`src/rtl/sha_block_sequencer.sv`:
```
// AXI4-Lite master that pushes one 512-bit message block into a SHA-256 core,
// polls its status register until the digest is ready, then reads back the 256-bit digest.
module sha_block_sequencer #(
  parameter logic [31:0] BASE_ADDR  = 32'h44B0_0000,
  parameter int          POLL_GAP   = 4,
  parameter int          POLL_LIMIT = 1024
) (
  input  logic         aclk,
  input  logic         areset,
  input  logic         blk_we,
  input  logic [3:0]   blk_idx,
  input  logic [31:0]  blk_wdata,
  input  logic         start,
  input  logic         first,
  output logic         busy,
  output logic         done,
  output logic         error,
  output logic [255:0] digest,
  output logic [31:0]  m_axi_awaddr,
  output logic [2:0]   m_axi_awprot,
  output logic         m_axi_awvalid,
  input  logic         m_axi_awready,
  output logic [31:0]  m_axi_wdata,
  output logic [3:0]   m_axi_wstrb,
  output logic         m_axi_wvalid,
  input  logic         m_axi_wready,
  input  logic [1:0]   m_axi_bresp,
  input  logic         m_axi_bvalid,
  output logic         m_axi_bready,
  output logic [31:0]  m_axi_araddr,
  output logic [2:0]   m_axi_arprot,
  output logic         m_axi_arvalid,
  input  logic         m_axi_arready,
  input  logic [31:0]  m_axi_rdata,
  input  logic [1:0]   m_axi_rresp,
  input  logic         m_axi_rvalid,
  output logic         m_axi_rready
);

  localparam int PW = $clog2(POLL_LIMIT + 1);
  localparam logic [PW-1:0] LIMIT_M1 = PW'(POLL_LIMIT - 1);
  localparam logic [7:0]    GAP_M1   = 8'(POLL_GAP - 1);

  typedef enum logic [3:0] {
    IDLE, WR, WR_RESP, POLL_AR, POLL_R, POLL_WAIT, DIG_AR, DIG_R, FIN, ERR
  } state_t;

  state_t          state, state_next;
  logic [31:0]     msg_buf [16];
  logic [4:0]      entry;
  logic            first_q;
  logic            aw_done, w_done;
  logic [PW-1:0]   poll_cnt;
  logic [7:0]      gap_cnt;
  logic [2:0]      dig_idx;
  logic            aw_hs, w_hs, wr_both;

  assign aw_hs   = m_axi_awvalid && m_axi_awready;
  assign w_hs    = m_axi_wvalid && m_axi_wready;
  assign wr_both = (aw_done || aw_hs) && (w_done || w_hs);

  assign m_axi_awprot = 3'd0;
  assign m_axi_arprot = 3'd0;
  assign m_axi_wstrb  = 4'hF;

  always_comb begin
    busy          = !(state inside {IDLE, FIN, ERR});
    done          = (state == FIN) || (state == ERR);
    m_axi_awvalid = (state == WR) && !aw_done;
    m_axi_wvalid  = (state == WR) && !w_done;
    m_axi_bready  = (state == WR_RESP);
    m_axi_arvalid = (state == POLL_AR) || (state == DIG_AR);
    m_axi_rready  = (state == POLL_R) || (state == DIG_R);
    m_axi_awaddr  = BASE_ADDR + 32'd4;
    m_axi_wdata   = 32'h4;
    if (entry < 5'd16) begin
      m_axi_awaddr = BASE_ADDR + 32'd20 + {25'd0, entry, 2'b00};
      m_axi_wdata  = msg_buf[entry[3:0]];
    end else if (entry == 5'd16) begin
      m_axi_wdata  = first_q ? 32'h5 : 32'h6;
    end
    m_axi_araddr = (state == DIG_AR) ? BASE_ADDR + 32'd84 + {27'd0, dig_idx, 2'b00} : BASE_ADDR;
  end

  always_ff @(posedge aclk or posedge areset) begin
    if (areset) state <= IDLE;
    else        state <= state_next;
  end

  // Any bad response or an exhausted poll budget funnels into ERR.
  always_comb begin
    state_next = state;
    case (state)
      IDLE, FIN, ERR: state_next = start ? WR : IDLE;
      WR:        if (wr_both) state_next = WR_RESP;
      WR_RESP:   if (m_axi_bvalid) begin
                   if (m_axi_bresp != 2'b00) state_next = ERR;
                   else if (entry == 5'd17)  state_next = POLL_AR;
                   else                      state_next = WR;
                 end
      POLL_AR:   if (m_axi_arready) state_next = POLL_R;
      POLL_R:    if (m_axi_rvalid) begin
                   if (m_axi_rresp != 2'b00)  state_next = ERR;
                   else if (m_axi_rdata[1])   state_next = DIG_AR;
                   else if (poll_cnt == LIMIT_M1) state_next = ERR;
                   else if (POLL_GAP == 0)    state_next = POLL_AR;
                   else                       state_next = POLL_WAIT;
                 end
      POLL_WAIT: if (gap_cnt == GAP_M1) state_next = POLL_AR;
      DIG_AR:    if (m_axi_arready) state_next = DIG_R;
      DIG_R:     if (m_axi_rvalid) begin
                   if (m_axi_rresp != 2'b00) state_next = ERR;
                   else if (dig_idx == 3'd7) state_next = FIN;
                   else                      state_next = DIG_AR;
                 end
      default:   state_next = IDLE;
    endcase
  end

  always_ff @(posedge aclk or posedge areset) begin
    if (areset) begin
      for (int i = 0; i < 16; i++) msg_buf[i] <= 32'd0;
      entry    <= 5'd0;
      first_q  <= 1'b0;
      aw_done  <= 1'b0;
      w_done   <= 1'b0;
      poll_cnt <= '0;
      gap_cnt  <= 8'd0;
      dig_idx  <= 3'd0;
      digest   <= 256'd0;
      error    <= 1'b0;
    end else begin
      if (blk_we && !busy) msg_buf[blk_idx] <= blk_wdata;
      if (start && !busy) begin
        first_q <= first;
        entry   <= 5'd0;
        aw_done <= 1'b0;
        w_done  <= 1'b0;
        error   <= 1'b0;
      end
      case (state)
        WR: begin
          if (wr_both) begin
            aw_done <= 1'b0;
            w_done  <= 1'b0;
          end else begin
            if (aw_hs) aw_done <= 1'b1;
            if (w_hs)  w_done  <= 1'b1;
          end
        end
        WR_RESP: begin
          poll_cnt <= '0;
          if (m_axi_bvalid && m_axi_bresp == 2'b00) entry <= entry + 5'd1;
        end
        POLL_R: begin
          gap_cnt <= 8'd0;
          dig_idx <= 3'd0;
          if (m_axi_rvalid) poll_cnt <= poll_cnt + 1'b1;
        end
        POLL_WAIT: gap_cnt <= gap_cnt + 8'd1;
        DIG_R: begin
          if (m_axi_rvalid && m_axi_rresp == 2'b00) begin
            digest[(7 - int'(dig_idx)) * 32 +: 32] <= m_axi_rdata;
            dig_idx <= dig_idx + 3'd1;
          end
        end
        default: ;
      endcase
      if (state_next == ERR) error <= 1'b1;
    end
  end

endmodule

```
`config.mk`:
```
export PLATFORM = sky130hd
export DESIGN_NAME = sha_block_sequencer
export DESIGN_NICKNAME = d
export VERILOG_FILES = /design/src/rtl/sha_block_sequencer.sv
export SDC_FILE = /design/constraint.sdc
export NUM_CORES = 2
export LEC_CHECK = 0
export ABC_AREA = 1
export ABC_CLOCK_PERIOD_IN_PS = 29000
export CAP_MARGIN = 10
export CORE_MARGIN = 3
export CORE_UTILIZATION = 51
export CTS_CLUSTER_SIZE = 24
export DETAILED_ROUTE_END_ITERATION = 8
export PLACE_DENSITY = 0.79
export SLEW_MARGIN = 20
export SYNTH_ARGS = -nofsm -noshare
export SYNTH_HDL_FRONTEND = slang
export SYNTH_SLANG_ARGS = --single-unit
```
`constraint.sdc`:
```
create_clock -name aclk -period 29 [get_ports aclk]
set_input_delay 5.8 -clock aclk [delete_from_list [all_inputs] [get_ports aclk]]
set_output_delay 5.8 -clock aclk [all_outputs]
set_load 0.01 [all_outputs]
```
; After elaboration in Yosys (flattened, before gate mapping)
; Index checks and enable logic that the tools add are counted.
[totals]
regBits = 803
output_inout_bits = 370
in_bits = 82
word_cells = 137
[classes]
magnitude_cmp = 4
n_shift = 2
mux = 46
n_eq_ne = 17
bitwise = 2
reduce_logical = 32
add_sub_neg = 8
[ops]
columns = op, count
row1 = bitwise mux 512 bit, 1
row2 = bitwise mux 256 bit, 1
row3 = "variable shift 32 x 33 -> 256 bit, first input constant", 1
row4 = indexed part select 32 x 33 -> 256 bit, 1
row5 = two-way mux 32 bit, 6
row6 = binary-select mux 32 bit (select 4 bit), 1
row7 = demux 32 bit (select 4 bit), 1
row8 = two-way mux 4 bit, 13
row9 = negation 9 -> 33 bit, 1
row10 = "adder 31 x 5 -> 32 bit, first input constant", 1
row11 = "adder 31 x 7 -> 32 bit, first input constant", 1
row12 = one-hot mux 4 bit (8 select lines), 1
row13 = one-hot mux 11 bit (2 select lines), 1
row14 = "== test 4 x 3 -> 1 bit, second input constant", 4
row15 = one-hot mux 8 bit (2 select lines), 1
row16 = two-way mux 5 bit, 3
row17 = "== test 4 bit, second input constant", 3
row18 = nonzero test 2 bit, 6
row19 = "adder 11 x 1 -> 11 bit, second input constant", 1
row20 = "== test 11 x 10 -> 1 bit, second input constant", 1
row21 = two-way mux 1 bit, 11
row22 = two-way mux 11 bit, 1
row23 = "== test 5 bit, second input constant", 2
row24 = ">= comparator 5 bit, second input constant", 2
row25 = other kinds (24), 46

; Logic depth before layout (Yosys ltp)
[depth]
depth_word = 9
ltp_mapped = 14

; Least setup slack after synthesis
; No wires, ideal clock.
[synth_path]
path_type = register -> output
start = reg entry[0]
end = out m_axi_awaddr[5]
path_slack_ns = 21.277
stages_incl_launch_ff = 7
t_arrival_ns = 1.923
n_path_buf = 4
cell_sequence = dfrtp_1 -> buf_2 -> buf_2 -> clkbuf_1 -> buf_2 -> nand2_1 -> a2111oi_0
[synth_via]
elab_chain_len = 2
[synth_rtl]
columns = element, line_no
row1 = from (decl), 50  ; logic [4:0] entry;
row2 = from (signal assigned), 153  ; if (m_axi_bvalid && m_axi_bresp == 2'b00) entry <= entry + 5'd1;
row3 = adder 31 x 7 -> 32 bit / < comparator 5 bit (equally long branches), "77, 76"
row4 = two-way mux 32 bit *, 76  ; if (entry < 5'd16) begin
row5 = to (decl), 19  ; output logic [31:0] m_axi_awaddr,
; Every way passes the cells marked *; elsewhere a longest branch is shown, timed or not.

; Worst setup path after layout
[layout_path]
start = reg entry[0]
end = out m_axi_wdata[1]
[layout_via]
elab_chain_len = 5
[layout_rtl]
columns = element, line_no
row1 = NOT 4 -> 5 bit (implied by the code), 78  ; m_axi_wdata = msg_buf[entry[3:0]];
row2 = binary-select mux 32 bit (select 4 bit), 78
row3 = two-way mux 32 bit (implied by the code) (2 in a row), 78
row4 = two-way mux 32 bit *, 76
row5 = to (decl), 23  ; output logic [31:0] m_axi_wdata,
; Every way passes the cells marked *; elsewhere a longest branch is shown, timed or not. The select of a mux whose other input is x is not followed.

==> results.sh <==
export IMPL_maxSlewViolCount=0
export IMPL_finalCritPeriodShare_pct=34.9
export IMPL_num_nets_final=4789
export IMPL_met3_usage_pct=5.50
export IMPL_die_w_um=274
export IMPL_stdcell_count=5709
export IMPL_outcome="complete, no violations"
export IMPL_synth_cell_type_count=40
export IMPL_relSlewSlack_pct=31.2
export IMPL_antenna_found_initial=9
export IMPL_cts_resized=0
export IMPL_min_period_ns=10.11
export IMPL_gr_max_usage_layer="met2"
export IMPL_cts_tree="yes"
export IMPL_chipHeight_um=274
export IMPL_postCtsHoldBufs=0
export IMPL_hold_path_depth=2
export IMPL_cts_buffer_depth=3
export IMPL_setup_viol=0
export IMPL_dieArea_um2=74900
export IMPL_finalInstanceArea_um2=43500
export IMPL_drv_cap=0
export IMPL_port_buffers=387
export IMPL_cts_root_buf="clkbuf_16"
export IMPL_rows=97
export IMPL_vias=32113
export IMPL_overflow=0
export IMPL_hold_viol=0
export IMPL_cts_clk_slew_worst_paths_ns=0.06
export IMPL_syn_avg_cell_area_um2=8.13
export IMPL_grt_util_met2_pct=45.9
export IMPL_grt_pass1_vias=30278
export IMPL_endpoint_kind="output port"
export IMPL_n_fill_cell=5879
export IMPL_viasPerCell=5.62
export IMPL_htree_levels=3
export IMPL_cts_setup_buffers=0
export IMPL_wl_mm=113
export IMPL_layout_drive_gt1_share_pct=4.87
export IMPL_cp_start_kind="flop"
export IMPL_syn_inst=4496
export IMPL_gp_congestion=0.905
export IMPL_yosysSeqAreaShare_pct=55.0
export IMPL_start_util_pct=51.8
export IMPL_cp_arrival_ns=4.31
export IMPL_grt_pass1_wl_mm=174
export IMPL_tns_ns=0
export IMPL_power_total_mw=3.70
export IMPL_hold_class="flop to flop"
export IMPL_critPathRequiredTime_ns=23.20
export IMPL_postLayoutCoreUtil_pct=61.7
export IMPL_cts_buffers=87
export IMPL_fin_ws_ns=18.89
export IMPL_rsz0062_at_grt="no"
export IMPL_crit_fanout=119
export IMPL_r2r_cells=13
export IMPL_wire_per_inst_um=19.9
export IMPL_clk_latency_ns=0.65
export IMPL_fmaxAchievable_mhz=98.9
export IMPL_grt_max_degree=180
export IMPL_cts_sinks=803
export IMPL_ios=452
export IMPL_syn_cell_area_um2=36600
export IMPL_async_reset_ff_share_pct=100
export IMPL_seqCellArea_um2=20100
export IMPL_drc=0
export IMPL_drt_iter0_markers=3533
export IMPL_place_ws_ns=19.31
export IMPL_ir_drop_mv=0.0568
export IMPL_skew_ns=0.0235
export IMPL_first_pass_iters=5
export IMPL_p_leak_nw=20.2
export IMPL_ant_nets=0
export IMPL_placeableCoreArea_um2=70500
export IMPL_multiInputGateArea_um2=13400
export IMPL_yosys_register_bits=803
export IMPL_ys_flop_type="dfrtp_1"
export IMPL_worstMarginPinSlew_ns=1.03
export IMPL_dp_hpwl_mm=68.2
export IMPL_yosys_warnings=0
export IMPL_holdWs_ns=0.480
export IMPL_critPathKind="flop to output port"
export IMPL_place_area_um2=40600
export IMPL_synth_edf_count=0
export IMPL_place_inst=5549
export IMPL_grt_use_total_pct=29.7
export IMPL_area_growth_pct=19.0
export IMPL_power_density_nw_per_um2=85.2
export IMPL_grtUsageMet1_pct=40.8
worst max-delay path, cell delays in order, from the launching register on:
cell and delay (ns):
dfrtp_4 0.67, inv_6 0.56, buf_6 0.74, nand2_1 0.13
nand3_1 0.11, nand2_1 0.08, nand2_1 0.06, nand2_1 0.05
o21ai_0 0.37, nand2_1 0.20, clkdlybuf4s50_1 0.59
power breakdown:
part	switching (mW)	internal, mW	leakage (nW)	total (mW)
Combinational	0.615	0.366	8.86	0.981
Sequential	0.156	1.47	9.89	1.62
Clock	0.464	0.634	1.42	1.10
Total	1.24	2.47	20.2	3.70
synthesized netlist by cell type (all sizes together), types with 7 or more instances:
cell	instances	share of area, %
a21oi	397	5.4
buf	135	2.2
clkbuf	247	2.5
dfrtp	803	55
ha	7	0.24
inv	441	4.5
nand2	981	10
nand3	55	0.79
nand4	31	0.55
nor2	466	4.9
nor3	35	0.48
nor4	14	0.44
o211ai	25	0.51
o21ai	766	10
o22ai	17	0.29
o31ai	58	1.2
layout make-up:
cell class                      count  area share, %
Sequential cell                   803           46.2
Inverter                          443           3.85
Multi-Input combinational cell   2930           30.8
Clock buffer                      123           5.90
Tap cell                          940           2.70
Antenna cell                        5         0.0288
Timing Repair Buffer              435           9.86
Clock inverter                     30          0.613
cells by family after synthesis:
logic type | Yosys count | share of synthesized area [%]
AND/OR/NAND/NOR | 1588 | 17.3
other | 2 | 0.0205
XOR/XNOR | 4 | 0.0958
AO/OA/AOI/OAI | 1267 | 18.0
adder cells (fa/ha/maj) | 7 | 0.240
flip-flops | 803 | 55.0
buffers and inverters | 825 | 9.33
worst paths after layout:
check                                 start             end  slack (ns)
worst max-delay path               entry[0]  m_axi_wdata[1]       18.89
worst min-delay path            digest[133]     digest[133]        0.48
worst max register to register   dig_idx[0]     digest[137]       24.53
worst min register to register  digest[133]     digest[133]        0.48
max in group asynchronous            areset    msg_buf[138]       20.79
min in group asynchronous            areset     digest[176]        5.71
layer usage:
layer / wire length [um] / part of all wire, % / up-vias
met4: 5400 / 4.8 / 8
met5: 39 / 0.034 / -
met3: 10800 / 9.6 / 330
met1: 45600 / 40 / 15384
met2: 51600 / 45 / 1625
li1: - / - / 14766
placed cells by master (no fill, tap or decap), drive strengths merged:
cell type      synthesis  routed
diode                  0       5
xor2                   2       2
clkinv                 2      27
o211ai                25      25
ha                     7       7
conb                   2      64
o22ai                 17      17
clkbuf               247     123
buf                  135      48
nand4                 31      31
nand3b                 1       1
o21bai                 1       1
nor2                 466     466
and3                   2       2
nor4                  14      14
xnor2                  2       2
bufinv                 0       2
nor3                  35      35
dfrtp                803     803
a21oi                397     397
nand2                981     981
o31ai                 58      58
o21ai                766     766
nand3                 55      55
inv                  441     444
a2111oi                1       1
a2bb2oi                1       1
clkdlybuf4s50          0     387
a22o                   1       1
or2                    3       3
state kept, by name, indices dropped and copies added (netlist names), 3 cells and up:
signal,count
dig_idx,3
msg_buf,512
gap_cnt,8
poll_cnt,11
digest,256
entry,5
state,4
No activity file was read; power rests on OpenSTA's default activity.
